$ cat src/rtl/fetch_sequencer_pkg.sv
// Shared types and constants for the fetch sequencer block.
package fetch_pkg;

  typedef enum logic [1:0] {
    FETCH    = 2'd0,
    ISSUE    = 2'd1,
    REDIRECT = 2'd2
  } fetch_state_t;

  localparam int unsigned INSTR_BYTES      = 4;
  localparam logic [31:0] DEFAULT_RESET_PC = 32'h0000_0000;

  // Branch targets are forced onto a word boundary.
  function automatic logic [31:0] align_word(input logic [31:0] addr);
    return {addr[31:2], 2'b00};
  endfunction

endpackage

$ cat src/rtl/fetch_sequencer_if.sv
// Bus bundle between the fetch sequencer, the PC register, instruction memory and decode.
// FetchCount/StallCount exist only when FETCH_PERF_EN is defined.
interface fetch_sequencer_if;
  logic [31:0] PcOut;
  logic [31:0] PcIn;
  logic        ImemReq;
  logic [31:0] ImemAddr;
  logic        ImemAck;
  logic [31:0] ImemData;
  logic        BranchTaken;
  logic [31:0] BranchTarget;
  logic        Stall;
  logic        InstrValid;
  logic [31:0] Instr;
  logic [31:0] InstrPc;
`ifdef FETCH_PERF_EN
  logic [31:0] FetchCount;
  logic [31:0] StallCount;
`endif

  modport master (
    input  PcOut, ImemAck, ImemData, BranchTaken, BranchTarget, Stall,
`ifdef FETCH_PERF_EN
    output FetchCount, StallCount,
`endif
    output PcIn, ImemReq, ImemAddr, InstrValid, Instr, InstrPc
  );

  modport slave (
    output PcOut, ImemAck, ImemData, BranchTaken, BranchTarget, Stall,
`ifdef FETCH_PERF_EN
    input  FetchCount, StallCount,
`endif
    input  PcIn, ImemReq, ImemAddr, InstrValid, Instr, InstrPc
  );
endinterface

$ cat src/rtl/fetch_perf_counter.sv
// Free-running 32-bit fetch/stall event counters; instantiated only under FETCH_PERF_EN.
module fetch_perf_counter (
  input  logic        clock,
  input  logic        reset,
  input  logic        i_fetch_inc,
  input  logic        i_stall_inc,
  output logic [31:0] o_fetch_count,
  output logic [31:0] o_stall_count
);
  logic [1:0] w_inc;
  assign w_inc = {i_stall_inc, i_fetch_inc};

  generate
    for (genvar gi = 0; gi < 2; gi++) begin : g_cnt
      logic [31:0] r_count;
      always_ff @(posedge clock or posedge reset) begin
        if (reset)
          r_count <= '0;
        else if (w_inc[gi])
          r_count <= r_count + 32'd1;
      end
    end
  endgenerate

  assign o_fetch_count = g_cnt[0].r_count;
  assign o_stall_count = g_cnt[1].r_count;
endmodule

$ cat src/rtl/fetch_sequencer.sv
// Next-PC generation and one-outstanding instruction fetch with decode back-pressure.
// Optional perf counters enabled by defining FETCH_PERF_EN.
module fetch_sequencer
  import fetch_pkg::*;
#(
  parameter logic [31:0] RESET_PC = DEFAULT_RESET_PC
) (
  input logic              clock,
  input logic              reset,
  fetch_sequencer_if.master bus
);
  fetch_state_t r_state;
  logic [31:0]  r_instr;
  logic [31:0]  r_instr_pc;

  logic w_fetch;
  logic w_issue;
  logic w_take_ack;

  assign w_fetch    = (r_state == FETCH);
  assign w_issue    = (r_state == ISSUE);
  assign w_take_ack = w_fetch && bus.ImemAck && !bus.BranchTaken;

  always_ff @(posedge clock or posedge reset) begin
    if (reset) begin
      r_state    <= FETCH;
      r_instr    <= '0;
      r_instr_pc <= '0;
    end else if (bus.BranchTaken) begin
      r_state <= REDIRECT;
    end else begin
      case (r_state)
        FETCH: begin
          if (bus.ImemAck) begin
            r_instr    <= bus.ImemData;
            r_instr_pc <= bus.PcOut;
            r_state    <= ISSUE;
          end
        end
        ISSUE: begin
          if (!bus.Stall)
            r_state <= FETCH;
        end
        default: r_state <= FETCH;
      endcase
    end
  end

  // Reset forces the PC register to load RESET_PC and suppresses the request.
  always_comb begin
    if (reset)
      bus.PcIn = RESET_PC;
    else if (bus.BranchTaken)
      bus.PcIn = align_word(bus.BranchTarget);
    else if (w_take_ack)
      bus.PcIn = bus.PcOut + 32'(INSTR_BYTES);
    else
      bus.PcIn = bus.PcOut;
  end

  assign bus.ImemReq    = w_fetch && !reset;
  assign bus.ImemAddr   = bus.PcOut;
  assign bus.InstrValid = w_issue;
  assign bus.Instr      = r_instr;
  assign bus.InstrPc    = r_instr_pc;

`ifdef FETCH_PERF_EN
  logic w_fetch_inc;
  logic w_stall_inc;

  assign w_fetch_inc = w_issue && !bus.Stall && !bus.BranchTaken;
  assign w_stall_inc = !bus.BranchTaken &&
                       ((w_issue && bus.Stall) || (w_fetch && !bus.ImemAck));

  fetch_perf_counter u_perf (
    .clock         (clock),
    .reset         (reset),
    .i_fetch_inc   (w_fetch_inc),
    .i_stall_inc   (w_stall_inc),
    .o_fetch_count (bus.FetchCount),
    .o_stall_count (bus.StallCount)
  );
`endif
endmodule

$ cat src/flat_wrapper.sv
// flat-port wrapper written by rule: the top's interface ports become plain ports
module fetch_sequencer_flat import fetch_pkg::*;
#(
  parameter logic [31:0] RESET_PC = DEFAULT_RESET_PC
)
  (clock, reset, bus_PcOut, bus_ImemAck, bus_ImemData, bus_BranchTaken, bus_BranchTarget, bus_Stall, bus_PcIn, bus_ImemReq, bus_ImemAddr, bus_InstrValid, bus_Instr, bus_InstrPc);
  fetch_sequencer_if bus_i ();
  input logic clock;
  input logic reset;
  input wire logic [$bits(bus_i.PcOut)-1:0] bus_PcOut;
  input wire logic [$bits(bus_i.ImemAck)-1:0] bus_ImemAck;
  input wire logic [$bits(bus_i.ImemData)-1:0] bus_ImemData;
  input wire logic [$bits(bus_i.BranchTaken)-1:0] bus_BranchTaken;
  input wire logic [$bits(bus_i.BranchTarget)-1:0] bus_BranchTarget;
  input wire logic [$bits(bus_i.Stall)-1:0] bus_Stall;
  output wire logic [$bits(bus_i.PcIn)-1:0] bus_PcIn;
  output wire logic [$bits(bus_i.ImemReq)-1:0] bus_ImemReq;
  output wire logic [$bits(bus_i.ImemAddr)-1:0] bus_ImemAddr;
  output wire logic [$bits(bus_i.InstrValid)-1:0] bus_InstrValid;
  output wire logic [$bits(bus_i.Instr)-1:0] bus_Instr;
  output wire logic [$bits(bus_i.InstrPc)-1:0] bus_InstrPc;
  assign bus_i.PcOut = bus_PcOut;
  assign bus_i.ImemAck = bus_ImemAck;
  assign bus_i.ImemData = bus_ImemData;
  assign bus_i.BranchTaken = bus_BranchTaken;
  assign bus_i.BranchTarget = bus_BranchTarget;
  assign bus_i.Stall = bus_Stall;
  assign bus_PcIn = bus_i.PcIn;
  assign bus_ImemReq = bus_i.ImemReq;
  assign bus_ImemAddr = bus_i.ImemAddr;
  assign bus_InstrValid = bus_i.InstrValid;
  assign bus_Instr = bus_i.Instr;
  assign bus_InstrPc = bus_i.InstrPc;
  fetch_sequencer #(.RESET_PC(RESET_PC)) u_core (.clock(clock), .reset(reset), .bus(bus_i));
endmodule
$ cat config.mk
export PLATFORM = sky130hd
export DESIGN_NAME = fetch_sequencer_flat
export DESIGN_NICKNAME = d
export VERILOG_FILES = /design/src/rtl/fetch_sequencer_pkg.sv /design/src/rtl/fetch_sequencer_if.sv /design/src/rtl/fetch_perf_counter.sv /design/src/rtl/fetch_sequencer.sv /design/src/flat_wrapper.sv
export SDC_FILE = /design/constraint.sdc
export NUM_CORES = 1
export LEC_CHECK = 0
export CORE_UTILIZATION = 35
export CTS_CLUSTER_DIAMETER = 150
export CTS_CLUSTER_SIZE = 14
export DETAILED_ROUTE_END_ITERATION = 12
export PLACE_DENSITY_LB_ADDON = 0.1
export SLEW_MARGIN = 25
export SYNTH_ARGS = -nofsm -noshare
export SYNTH_HDL_FRONTEND = slang
export SYNTH_SLANG_ARGS = --single-unit
export TNS_END_PERCENT = 20
$ cat constraint.sdc
create_clock -name clock -period 4.5 [get_ports clock]
set_input_delay 0.675 -clock clock [delete_from_list [all_inputs] [get_ports clock]]
set_output_delay 0.675 -clock clock [all_outputs]
set_load 0.005 [all_outputs]
==> impl_metrics.toml <==
[yosys]
syn-num-nets = 612
synth-edff-count = 0
synthCells = 510
synth_ff_type = "dfrtp_1"
async_reset_ff_frac = 1.000
ys_types = 44
yosysSeqAreaShare = 0.4159
syn_area_um2 = 3971
syn_area_per_cell_um2 = 7.787
yosysWarnings = 0
ys_ff_latch = 66

[place]
dp_slack_ps = 262.6
place_hpwl_mm = 10.38
portBuffers = 228
gp_congestion = 0.7662
dp.cells = 832

[worst_setup_path]
end_kind = "primary output"
worstPathArrival_ps = 3630
cpPeakStageDelay_ps = 600
worstPathRequired_ps = 3830
crit_chain = "clkdlybuf4s50_1 > nor4b_4 > nand4_1 > or2_0 > a2111oi_0 > clkdlybuf4s50_1"
startpoint = "bus_ImemAck"
worstPathBufferInverterCount = 2
critPathSlowestCell = "nand4_1"
path_max_fanout = 14
reg2reg_from = "u_core.r_state[0]"
cpMostUsedCell = "clkdlybuf4s50_1"
crit_type = "in2out"
cp_top_family = "simple AND/OR/NAND/NOR gates"
worstSetupStartpointType = "primary input"

[power_and_ir_drop]
switching_share = 0.2652
combPwrFrac = 0.288
seq_power_share = 0.355
leakagePower_nw = 2.837
powerDensity_nw_per_um2 = 325.4
p_sw_uw = 562.8
ir_worst_vdd_uv = 190.3
p_clk_frac = 0.357
intPower_mw = 1.559

[layout]
drive_gt1_frac = 0.05508
diodes = 0
nNetsFinal = 805
area_growth_syn_to_layout_pct = 64.21
instances_no_fill = 848

[clock_network]
ctsHtreeMaxLevel = 3
numCtsBuffers = 9
cts_hold_buf = 0
clockRootBuffer = "clkbuf_16"
cts_tree = "yes"
post_cts_resized = 0
cts_setup_buffers = 0
clock_path_buffers = 2
clk_latency_ps = 330
clock-sinks = 66
cts.clk_slew.worst_paths_ps = 60

[sta]
fin_crit_ps = 4306
hold_viol = 0
setup_viol = 0
report.final.slew_viol_count = 0
fmax_mhz = 232.2
tightest_slew_ps = 586.1
rsz0062_at_grt = "false"
tns_ps = 0
finalClockSkew_ps = 2.381
timing.final.ws_setup_ps = 194.0
slew_headroom = 0.6081
post-route-period-util = 0.9569
holdWs_ps = 470.1

[die]
die-area_um2 = 11780
pin_count = 231
rows = 38
die-height_um = 108.5
start_util = 0.3632
core_area_um2 = 10940
die_w_um = 108.5

[status]
status = "completed"

[grt]
grt_first_pass_wirelength_mm = 21.73
antenna_found_initial = 0
gr-total-overflow = 0
grt_use_total = 0.2413
first_global_vias = 4191
grt_max_degree = 47

[worst_hold_path]
hp-start = "u_core.bus.Instr[27]"
hold_class = "reg2reg"

[routing]
drt_iter0_markers = 270
remaining_drc_errors = 0
vias = 4307
ant_nets = 0
vias_per_cell = 5.079
drt_first_pass_iters = 6
wire_per_inst_um = 16.56
wl_mm = 14.05

[flow_run]
maxCapViolations = 0
## flip-flops by register name, indices dropped and copies added, names as in the netlist
name                count
u_core.bus.InstrPc     32
u_core.r_state          2
u_core.bus.Instr       32
## area by class of cell
class / count / area (um^2)
clock buffer: 10 / 229.0
sequential: 66 / 1652
clock inverter: 6 / 90.09
multi-input combinational: 371 / 1923
inverter: 9 / 35.03
tap: 140 / 175.2
fill: 1042 / 4414
timing repair buffer: 246 / 2417
## cell usage in the layout, fill, tap and decap left out, types with 2 or more instances in the layout
| cell type | synthesis | layout |
|---|---|---|
| or3_1 | 4 | 4 |
| nor2_1 | 22 | 22 |
| nand4_1 | 16 | 16 |
| or4_1 | 9 | 9 |
| xor2_1 | 9 | 9 |
| a2111oi_0 | 3 | 3 |
| and3_1 | 11 | 11 |
| nor3_1 | 5 | 5 |
| a211oi_1 | 12 | 12 |
| nand3_1 | 14 | 14 |
| clkinv_2 | 0 | 2 |
| clkdlybuf4s50_1 | 0 | 228 |
| and2_1 | 2 | 2 |
| dfrtp_1 | 66 | 66 |
| bufinv_16 | 0 | 2 |
| o211ai_1 | 2 | 2 |
| buf_4 | 32 | 18 |
| o31ai_1 | 4 | 4 |
| a311oi_1 | 7 | 7 |
| nor4_1 | 8 | 8 |
| nand2b_1 | 2 | 2 |
| clkbuf_16 | 0 | 9 |
| inv_1 | 9 | 8 |
| a32oi_1 | 4 | 4 |
| nor2b_1 | 2 | 2 |
| o21ai_0 | 14 | 14 |
| and4_1 | 11 | 11 |
| nand2_1 | 193 | 193 |
## stage by stage
stage	power (mW)	instance area, um^2	util
floorplan	0.9527	3971	-
global placement	1.366	6202	0.5672
detailed placement	1.379	6202	0.5672
CTS	2.151	6521	0.5963
global route	2.235	6521	0.5963
finish	2.122	6521	0.5963
## cell families after synthesis
family	Yosys count	share of synthesized area
AND/OR/NAND/NOR	308	0.3629
AO/OA/AOI/OAI	51	0.09357
multiplexers	1	0.002521
flip-flops	66	0.4159
XOR/XNOR	10	0.02206
buffers and inverters	73	0.09987
adder cells (fa/ha/maj)	1	0.003150
## power by group through the flow
stage	clock [mW]	sequential, mW	combinational [mW]
2_1_floorplan	0	0.770	0.183
3_3_place_gp	0	0.758	0.608
3_5_place_dp	0	0.763	0.617
4_1_cts	0.776	0.755	0.620
5_1_grt	0.796	0.767	0.672
6_report	0.757	0.754	0.611
## metal layers
metal / global-route usage / share of wire / up-vias
li1: - / - / 2107
met1: 0.2930 / 0.41 / 1997
met2: 0.3947 / 0.47 / 187
met3: 0.08499 / 0.10 / 16
met4: 0.08398 / 0.017 / 0
met5: 0 / 0 / -
## synth_stat cells (2+ instances only)
cell / n / share of area
a2111oi_0: 3 / 0.0066
a211oi_1: 12 / 0.023
a311oi_1: 7 / 0.015
a32oi_1: 4 / 0.0088
and2_1: 2 / 0.0032
and3_1: 11 / 0.017
and4_1: 11 / 0.024
buf_1: 4 / 0.0038
buf_2: 2 / 0.0025
buf_4: 32 / 0.060
clkbuf_1: 26 / 0.025
dfrtp_1: 66 / 0.42
inv_1: 9 / 0.0085
nand2_1: 193 / 0.18
nand2b_1: 2 / 0.0032
nand3_1: 14 / 0.018
nand4_1: 16 / 0.025
nor2_1: 22 / 0.021
nor2b_1: 2 / 0.0032
nor3_1: 5 / 0.0063
nor4_1: 8 / 0.013
o211ai_1: 2 / 0.0038
o21ai_0: 14 / 0.018
o31ai_1: 4 / 0.0076
or3_1: 4 / 0.0063
or4_1: 9 / 0.017
xor2_1: 9 / 0.020
## final timing paths
| path | to | slack [ps] | depth (start not counted) |
|---|---|---|---|
| setup / recovery | bus_PcIn[21] | 190 | 6 |
| hold reg to reg | u_core.bus.Instr[27] | 470 | 2 |
| setup reg to reg | u_core.bus.InstrPc[13] | 2620 | 4 |
| min in group asynchronous | u_core.bus.InstrPc[25] | 950 | 2 |
| max in group asynchronous | u_core.bus.InstrPc[10] | 2700 | 3 |
| hold / removal | u_core.bus.Instr[27] | 470 | 2 |
## worst reg2reg max path, delay by kind of cell (launching register included)
kind	cells	cell delay [ps]
simple gates	2	900
compound gates	1	90
flops	1	440
buf+inv	1	310
Power figures use the tool's default switching activity.
